===== src/rtl/soc_evt_arbiter.sv =====
// Merges events from NB_SRC sources into one FIFO write port.
// Each source has a one-entry holding register, drained round-robin into a registered output stage.
module soc_evt_arbiter #(
    parameter int NB_SRC    = 4,
    parameter int ID_WIDTH  = 8,
    parameter int CNT_WIDTH = 16
) (
    input  logic                              clk_i,
    input  logic                              rst_i,
    input  logic [NB_SRC-1:0]                 src_valid_i,
    input  logic [NB_SRC-1:0][ID_WIDTH-1:0]   src_id_i,
    output logic                              fifo_data_valid_o,
    output logic [ID_WIDTH-1:0]               fifo_data_o,
    input  logic                              fifo_fulln_i,
    output logic [NB_SRC-1:0]                 pending_o,
    output logic [CNT_WIDTH-1:0]              drop_cnt_o,
    input  logic                              clr_drop_i,
    output logic                              busy_o
);

    localparam int PTR_W = (NB_SRC > 1) ? $clog2(NB_SRC) : 1;
    localparam int N_W   = $clog2(NB_SRC + 1);
    localparam int SUM_W = ((CNT_WIDTH > N_W) ? CNT_WIDTH : N_W) + 1;
    localparam logic [SUM_W-1:0] CNT_MAX = SUM_W'({CNT_WIDTH{1'b1}});

    logic [NB_SRC-1:0]                pend;
    logic [NB_SRC-1:0]                pend_nxt;
    logic [NB_SRC-1:0][ID_WIDTH-1:0]  hold;
    logic [PTR_W-1:0]                 rr_ptr;

    logic                             free;
    logic                             grant_vld;
    logic [PTR_W-1:0]                 grant_idx;
    logic [NB_SRC-1:0]                grant_oh;
    logic [NB_SRC-1:0]                capture;
    logic [NB_SRC-1:0]                drop;
    logic [N_W-1:0]                   n_drop;
    logic [SUM_W-1:0]                 drop_sum;
    logic [CNT_WIDTH-1:0]             drop_cnt_nxt;

    // An empty output register may load even when the FIFO reports full.
    assign free = ~fifo_data_valid_o | fifo_fulln_i;

    always_comb begin
        int               idx;
        logic [PTR_W-1:0] cand;
        grant_vld = 1'b0;
        grant_idx = '0;
        idx       = 0;
        cand      = '0;
        if (free) begin
            for (int k = 0; k < NB_SRC; k++) begin
                idx = int'(rr_ptr) + k;
                if (idx >= NB_SRC) begin
                    idx = idx - NB_SRC;
                end
                cand = PTR_W'(idx);
                if (!grant_vld && pend[cand]) begin
                    grant_vld = 1'b1;
                    grant_idx = cand;
                end
            end
        end
    end

    // A granted source can accept a new event in the same cycle it drains.
    always_comb begin
        grant_oh = '0;
        capture  = '0;
        drop     = '0;
        pend_nxt = pend;
        n_drop   = '0;
        for (int i = 0; i < NB_SRC; i++) begin
            grant_oh[i] = grant_vld && (grant_idx == PTR_W'(i));
            capture[i]  = src_valid_i[i] && (!pend[i] || grant_oh[i]);
            drop[i]     = src_valid_i[i] && pend[i] && !grant_oh[i];
            if (capture[i]) begin
                pend_nxt[i] = 1'b1;
            end else if (grant_oh[i]) begin
                pend_nxt[i] = 1'b0;
            end
            n_drop = n_drop + N_W'(drop[i]);
        end
    end

    always_comb begin
        drop_sum     = SUM_W'(drop_cnt_o) + SUM_W'(n_drop);
        drop_cnt_nxt = drop_cnt_o;
        if (clr_drop_i) begin
            drop_cnt_nxt = '0;
        end else if (drop_sum > CNT_MAX) begin
            drop_cnt_nxt = {CNT_WIDTH{1'b1}};
        end else begin
            drop_cnt_nxt = CNT_WIDTH'(drop_sum);
        end
    end

    always_ff @(posedge clk_i) begin
        if (rst_i) begin
            pend <= '0;
            hold <= '0;
        end else begin
            pend <= pend_nxt;
            for (int i = 0; i < NB_SRC; i++) begin
                if (capture[i]) begin
                    hold[i] <= src_id_i[i];
                end
            end
        end
    end

    // Output registers freeze while the FIFO stalls a valid event.
    always_ff @(posedge clk_i) begin
        if (rst_i) begin
            fifo_data_valid_o <= 1'b0;
            fifo_data_o       <= '0;
            rr_ptr            <= '0;
        end else if (free) begin
            fifo_data_valid_o <= grant_vld;
            if (grant_vld) begin
                fifo_data_o <= hold[grant_idx];
                if (int'(grant_idx) == NB_SRC - 1) begin
                    rr_ptr <= '0;
                end else begin
                    rr_ptr <= grant_idx + PTR_W'(1);
                end
            end
        end
    end

    always_ff @(posedge clk_i) begin
        if (rst_i) begin
            drop_cnt_o <= '0;
        end else begin
            drop_cnt_o <= drop_cnt_nxt;
        end
    end

    assign pending_o = pend;
    assign busy_o    = (|pend) | fifo_data_valid_o;

endmodule


===== config.mk =====
export PLATFORM = sky130hd
export DESIGN_NAME = soc_evt_arbiter
export DESIGN_NICKNAME = d
export VERILOG_FILES = /design/src/rtl/soc_evt_arbiter.sv
export SDC_FILE = /design/constraint.sdc
export NUM_CORES = 1
export LEC_CHECK = 0
export ABC_AREA = 1
export BUFFER_PORTS_ARGS = -buffer_cell sky130_fd_sc_hd__buf_2
export CELL_PAD_IN_SITES_DETAIL_PLACEMENT = 1
export CELL_PAD_IN_SITES_GLOBAL_PLACEMENT = 1
export CORE_AREA = 4 4 98 100
export DETAILED_ROUTE_END_ITERATION = 10
export DIE_AREA = 0 0 102 104
export GPL_TIMING_DRIVEN = 0
export HOLD_SLACK_MARGIN = 0.1
export PLACE_DENSITY_LB_ADDON = 0.2
export SLEW_MARGIN = 10
export SYNTH_ARGS = -nofsm -noshare
export SYNTH_HDL_FRONTEND = slang
export SYNTH_SLANG_ARGS = --single-unit

===== constraint.sdc =====
create_clock -name clk_i -period 4.7 [get_ports clk_i]
set_input_delay 0.705 -clock clk_i [delete_from_list [all_inputs] [get_ports clk_i]]
set_output_delay 0.705 -clock clk_i [all_outputs]
set_load 0.02 [all_outputs]

Word level (Yosys, flattened, before mapping):

Index checks and enable logic that the tools add are counted.

* bits in registers: 63
* latch bits: 0
* bits in writable memories: 0
* bits in read-only memories: 0
* input bits: 40
* output and inout port bits: 30
* logic and storage cells: 124
* memories kept: 0

* add/subtract/negate cells: 12
* $mul: 0
* divide/modulo/power cells: 0
* order comparisons: 10
* eq/ne operators: 4
* shifts and indexed selects: 0
* mux-type cells: 41
* bitwise operators: 3
* reduce and logical (&&, ||, !) cells: 42

Operators with widths (count)
* $mux 2: 14
* $mux 1: 20
* $logic_and 1x1->1: 19
* $add 16x3->17: 1
* $gt 17x16->1 const B: 1
* $bmux 8 s2: 1
* $mux 16: 1
* $lt 2x3->1 const B: 5
* $logic_not 1->1: 11
* $ge 3x3->1 const B: 3
* $bmux 1 s2: 4
* $mux 8: 1
* $reduce_bool 2->1: 4
* $sub 2x1->2 const B: 4
* $add 2x2->3 const B: 2
* $eq 2x1->1 const B: 2
* $eq 2x2->1 const B: 2
* $logic_or 1x1->1: 4
* $reduce_or 4->1: 1
* $add 2x1->3: 1
* $add 2x1->3 const B: 1
* $add 3x1->3: 1
* $ge 2x3->1 const B: 1
* $add 1x1->2: 1
* other kinds (6): 7

Depth between registers and ports, before layout:

* depth after elaboration: 29
* depth in mapped cells: 28
* mapped depth without buffers: 27

Worst setup path after synthesis:

No wires, ideal clock.

* path kind: flip-flop to flip-flop
* from: register pend[1], in the netlist pending_o[1]
* to: register drop_cnt_o[11]
* library setup time: 0.070 ns
* data arrival time: 4.247 ns
* required time: 4.630 ns
* path slack: 0.382 ns
* stages on the path, launching flop included: 25
* path buffers: 2
* clock period less this slack: 4.318 ns
* cell sequence: dfxtp_1 inv_1 nand2_1 nand3_2 nand2_2 inv_4 nand3_4 nand3_4 buf_8 ha_1 inv_1 o21ai_1 or2_2 fa_1 fa_1 inv_1 fa_1 nand3_1 nor3_2 nand3_1 or2_1 inv_2 nand2_1 buf_2 a21oi_1

* word-level cells in the longest chain between the ends: 26
* elaborated cells on any way between the ends: 50
* classes of those cells: add/sub: 4; order compare: 1; eq/ne: 3; mux: 22; reduce/logical: 20

RTL lines
* from (decl): RTL line 26 `logic [NB_SRC-1:0] pend;`
* from (signal assigned): RTL line 103 `pend <= pend_nxt;`
* $bmux 1 s2: RTL line 58 `if (!grant_vld && pend[cand]) begin`
* $mux 1 (not written as such): RTL line 58
* $mux 1: RTL line 58
* $mux 1: RTL line 51 `if (free) begin`
* $logic_not 1->1: RTL line 58
* $logic_and 1x1->1: RTL line 58
* $mux 1: RTL line 58
* $mux 1: RTL line 51
* [... 10 more ...]
* $logic_not 1->1: RTL line 76 `drop[i] = src_valid_i[i] && pend[i] && !grant_oh[i];`
* $logic_and 1x1->1: RTL line 76
* $add 1x1->2: RTL line 82 `n_drop = n_drop + N_W'(drop[i]);`
* $add 2x1->3: RTL line 82
* $add 3x1->3 (*): RTL line 82
* $add 16x3->17 (*): RTL line 87 `drop_sum = SUM_W'(drop_cnt_o) + SUM_W'(n_drop);`
* $gt 17x16->1: RTL line 91 `end else if (drop_sum > CNT_MAX) begin`
* $mux 16 (*): RTL line 91
* to (signal assigned): RTL line 135 `drop_cnt_o <= drop_cnt_nxt;`
* to (decl): RTL line 16 `output logic [CNT_WIDTH-1:0] drop_cnt_o,`

Mark *: on every way between the ends. The rest lies on a longest branch, timed or not. The select of a mux whose other input is x is not followed.
A chain may end at the register's enable or synchronous reset.

Final worst setup path:

* from: register rr_ptr[0]
* to: register drop_cnt_o[11]

* word-level cells in the longest chain between the ends: 29
* elaborated cells on any way between the ends: 68
* classes of those cells: add/sub: 11; order compare: 5; eq/ne: 3; mux: 30; reduce/logical: 19

RTL lines
* from (decl): RTL line 29 `logic [PTR_W-1:0] rr_ptr;`
* from (signal assigned): RTL line 125 `rr_ptr <= grant_idx + PTR_W'(1);`
* $ge 2x3->1 / $sub 2x1->2 (equally long branches): RTL line 54, 55
* $mux 2: RTL line 54 `if (idx >= NB_SRC) begin`
* $mux 2: RTL line 51
* $bmux 1 s2: RTL line 58
* $mux 1 (not written as such): RTL line 58
* $mux 1: RTL line 58
* $mux 1: RTL line 51
* $logic_not 1->1: RTL line 58
* [... 13 more ...]
* $logic_not 1->1: RTL line 76
* $logic_and 1x1->1: RTL line 76
* $add 1x1->2: RTL line 82
* $add 2x1->3: RTL line 82
* $add 3x1->3 (*): RTL line 82
* $add 16x3->17 (*): RTL line 87
* $gt 17x16->1: RTL line 91
* $mux 16 (*): RTL line 91

Marked as above.

==> flow_summary.json <==
{
  "cts_root_buffer": "clkbuf_8",
  "ys_seq_area_share_pct": 37.9,
  "gr-usage-all-layers_pct": 19.0,
  "slew-limit-headroom_pct": 66.0,
  "maxCapViolations": 0,
  "min_to": "hold[7]$_SDFFE_PP0P_",
  "dpl.cell_count": 630,
  "end_kind": "register",
  "cts_buffer_depth": 2,
  "hold_class": "reg2reg",
  "dieArea_sq_mm": 0.0106,
  "grtUsageMet1_pct": 23.4,
  "syn_avg_cell_area_sq_um": 7.36,
  "r2r_end": "drop_cnt_o[11]$_SDFF_PP0_",
  "fin_util_pct": 47.6,
  "synth_top_area_share_pct": 37.9,
  "wl_um": 9660,
  "clock_latency_ns": 0.35,
  "yosys_warnings": 0,
  "reg2reg_from": "rr_ptr[0]$_SDFFE_PP0P_",
  "fin_crit_sh_pct": 94.0,
  "numPortBuffers": 69,
  "route.detailed.drc": 0,
  "initial_core_util_pct": 38.4,
  "diodes": 0,
  "period_needed_ns": 4.42,
  "p_leak_nw": 2.02,
  "antenna_found_initial": 0,
  "fin_nets": 587,
  "cp.arrival_ns": 4.68,
  "core_sq_mm": 0.00868,
  "path_max_fanout": 10,
  "rows": 34,
  "grt_pass1_vias": 3443,
  "fin_worst_skew_ns": 0.0125,
  "setup_violations": 0,
  "layout_commonest_cell": "nand2_1",
  "finalNonFillerCells": 652,
  "syn_nets": 501,
  "via_per_inst": 4.85,
  "post-place-ws_ns": -0.197,
  "hold_viol_final": 0,
  "top_usage_layer": "met2",
  "area_delta_synth_final_pct": 24.1,
  "holdBufCountCts": 0,
  "tightest_slew_ns": 0.510,
  "status": "complete, no violations",
  "synth_area_sq_mm": 0.00333,
  "ys_types": 37,
  "critPathTopFamily": "simple AND/OR/NAND/NOR gates",
  "final_cell_mix": "76 x nand2_1, 72 x buf_2, 57 x dfxtp_1",
  "irDropWorstVdd_uv": 237,
  "rrSetupSlack_ns": 0.28,
  "cts-htree-levels": 3,
  "cp.buffers_inverters": 7,
  "routedWlPerCell_um": 14.8,
  "synth_edf_count": 0,
  "clkTransAtPathRegs_ns": 0.07,
  "cp-start-kind": "register",
  "grt_start_max_net_pins": 12,
  "finalWorstSetupSlack_ns": 0.284,
  "drt-pass1-iter-count": 4,
  "ys_ff_latch": 63,
  "max_stage_delay_ns": 0.47,
  "synthCells": 453,
  "io_pins": 70,
  "r2r_cells": 25,
  "cts_tree": "done",
  "clock.fmax_mhz": 226,
  "ys.flop_type": "dfxtp_1",
  "synth.area.top_cells": "dfxtp_1 38%, nand2_1 8.6%, inv_1 6.2%",
  "drive_gt1_share_pct": 29.0,
  "powerDensity_mw_per_mm2": 606,
  "drtAntennaViolNets": 0,
  "grtUsageMet2_pct": 32.9,
  "fp.dieW_um": 102,
  "async_flop_share_pct": 0,
  "drv_slew": 0,
  "chipHeight_um": 104,
  "routabilityCongestion": 0.772,
  "cts_buffers": 9,
  "cts.sink_count": 63,
  "whs_path_depth": 2,
  "grt_first_pass_wirelength_um": 16200,
  "crit_slowest_cell": "fa_1",
  "grt-ovfl-total": 0,
  "hpwl_um": 7370,
  "hold_start": "hold[7]$_SDFFE_PP0P_",
  "yosysTopAreaCell": "dfxtp_1",
  "cp.required_ns": 4.97,
  "crit_type": "reg2reg",
  "drtIter0Drc": 73,
  "met3_usage_pct": 3.09,
  "vias": 3165
}
## sequential cells by signal (all words and copies together), names as in the netlist
name	flops
drop_cnt_o	16
fifo_data_o	8
fifo_data_valid_o	1
hold	32
pending_o	4
rr_ptr	2
## what timing repair did
item | in CTS | in global routing
gates resized for setup | 5 | 14
pin swaps | 1 | 4
setup endpoints to repair | 10 | 16
setup buffers | 1 | 5
## through the flow
step | cell area (sq um) | TNS, ns | power, mW | hold WS (ns)
floorplan | 3330 | 0 | 1.60 | 0.429
global placement | 3810 | -1.12 | 1.85 | 0.445
detailed placement | 3810 | -1.72 | 1.89 | 0.454
CTS | 4060 | 0 | 2.45 | 0.467
global route | 4130 | -0.0720 | 2.70 | 0.494
finish | 4130 | 0 | 2.50 | 0.461
## routing by layer
layer	wire length (um)	share of wire, %	up-vias
met5	0	0	-
met4	149	1.5	0
met3	299	3.1	12
met2	4920	51	47
met1	4290	44	1486
li1	-	-	1620
## cells in the mapped netlist, types with 2 or more instances
master	n
o21ai_1	8
xnor2_1	3
nor4_2	2
inv_2	8
nand4_1	17
xor2_1	9
nor3_1	2
nand3_1	18
a21oi_1	38
buf_2	4
dfxtp_1	63
fa_1	3
or2_2	4
nand2_2	8
ha_1	5
buf_4	2
clkbuf_1	7
nand2_4	10
nor2_1	55
nand3_4	2
o21ai_0	31
nand2_1	76
nand3_2	9
inv_1	55
inv_4	2
## final cells by class
| class | count | area [sq um] |
|---|---|---|
| inverter | 65 | 251 |
| timing repair buffer | 75 | 390 |
| buffer | 16 | 103 |
| clock buffer | 11 | 141 |
| tap | 108 | 135 |
| sequential | 63 | 1270 |
| clock inverter | 5 | 81.3 |
| multi-input combinational | 309 | 1760 |
| fill | 1150 | 4540 |
## power breakdown
part / internal, mW / total [mW] / switching [mW]
Clock: 0.313 / 0.538 / 0.224
Combinational: 0.453 / 1.27 / 0.812
Sequential: 0.634 / 0.701 / 0.0673
Total: 1.40 / 2.50 / 1.10
## cell families after synthesis
group / after synthesis / share of synthesized area [%]
compound gates: 79 / 12.0
xor+xnor: 12 / 3.15
fa+ha+maj: 8 / 3.68
buf+inv: 81 / 10.2
flops: 63 / 37.9
simple gates: 210 / 33.1
## worst max path at each step
stage | startpoint | to | slack, ns | cells past startpoint
2_1_floorplan | pending_o[1]$_SDFFE_PP0P_ | drop_cnt_o[11]$_SDFF_PP0_ | 0.38 | 24
3_3_place_gp | fifo_fulln_i | drop_cnt_o[11]$_SDFF_PP0_ | -0.13 | 21
3_5_place_dp | fifo_fulln_i | drop_cnt_o[11]$_SDFF_PP0_ | -0.20 | 21
4_1_cts | rr_ptr[1]$_SDFFE_PP0P_ | drop_cnt_o[11]$_SDFF_PP0_ | 0.003 | 26
5_1_grt | rr_ptr[0]$_SDFFE_PP0P_ | drop_cnt_o[11]$_SDFF_PP0_ | -0.03 | 25
6_report | rr_ptr[0]$_SDFFE_PP0P_ | drop_cnt_o[11]$_SDFF_PP0_ | 0.28 | 25
## worst reg2reg max path: cells and delay by family, from the launching register on
kind                     cells  cell delay [ns]
AO/OA/AOI/OAI                2             0.26
adder cells (fa/ha/maj)      4             1.32
buffers and inverters        7             0.79
flip-flops                   1             0.37
AND/OR/NAND/NOR             12             1.61
Note: power is estimated with default switching activity, not from simulation.
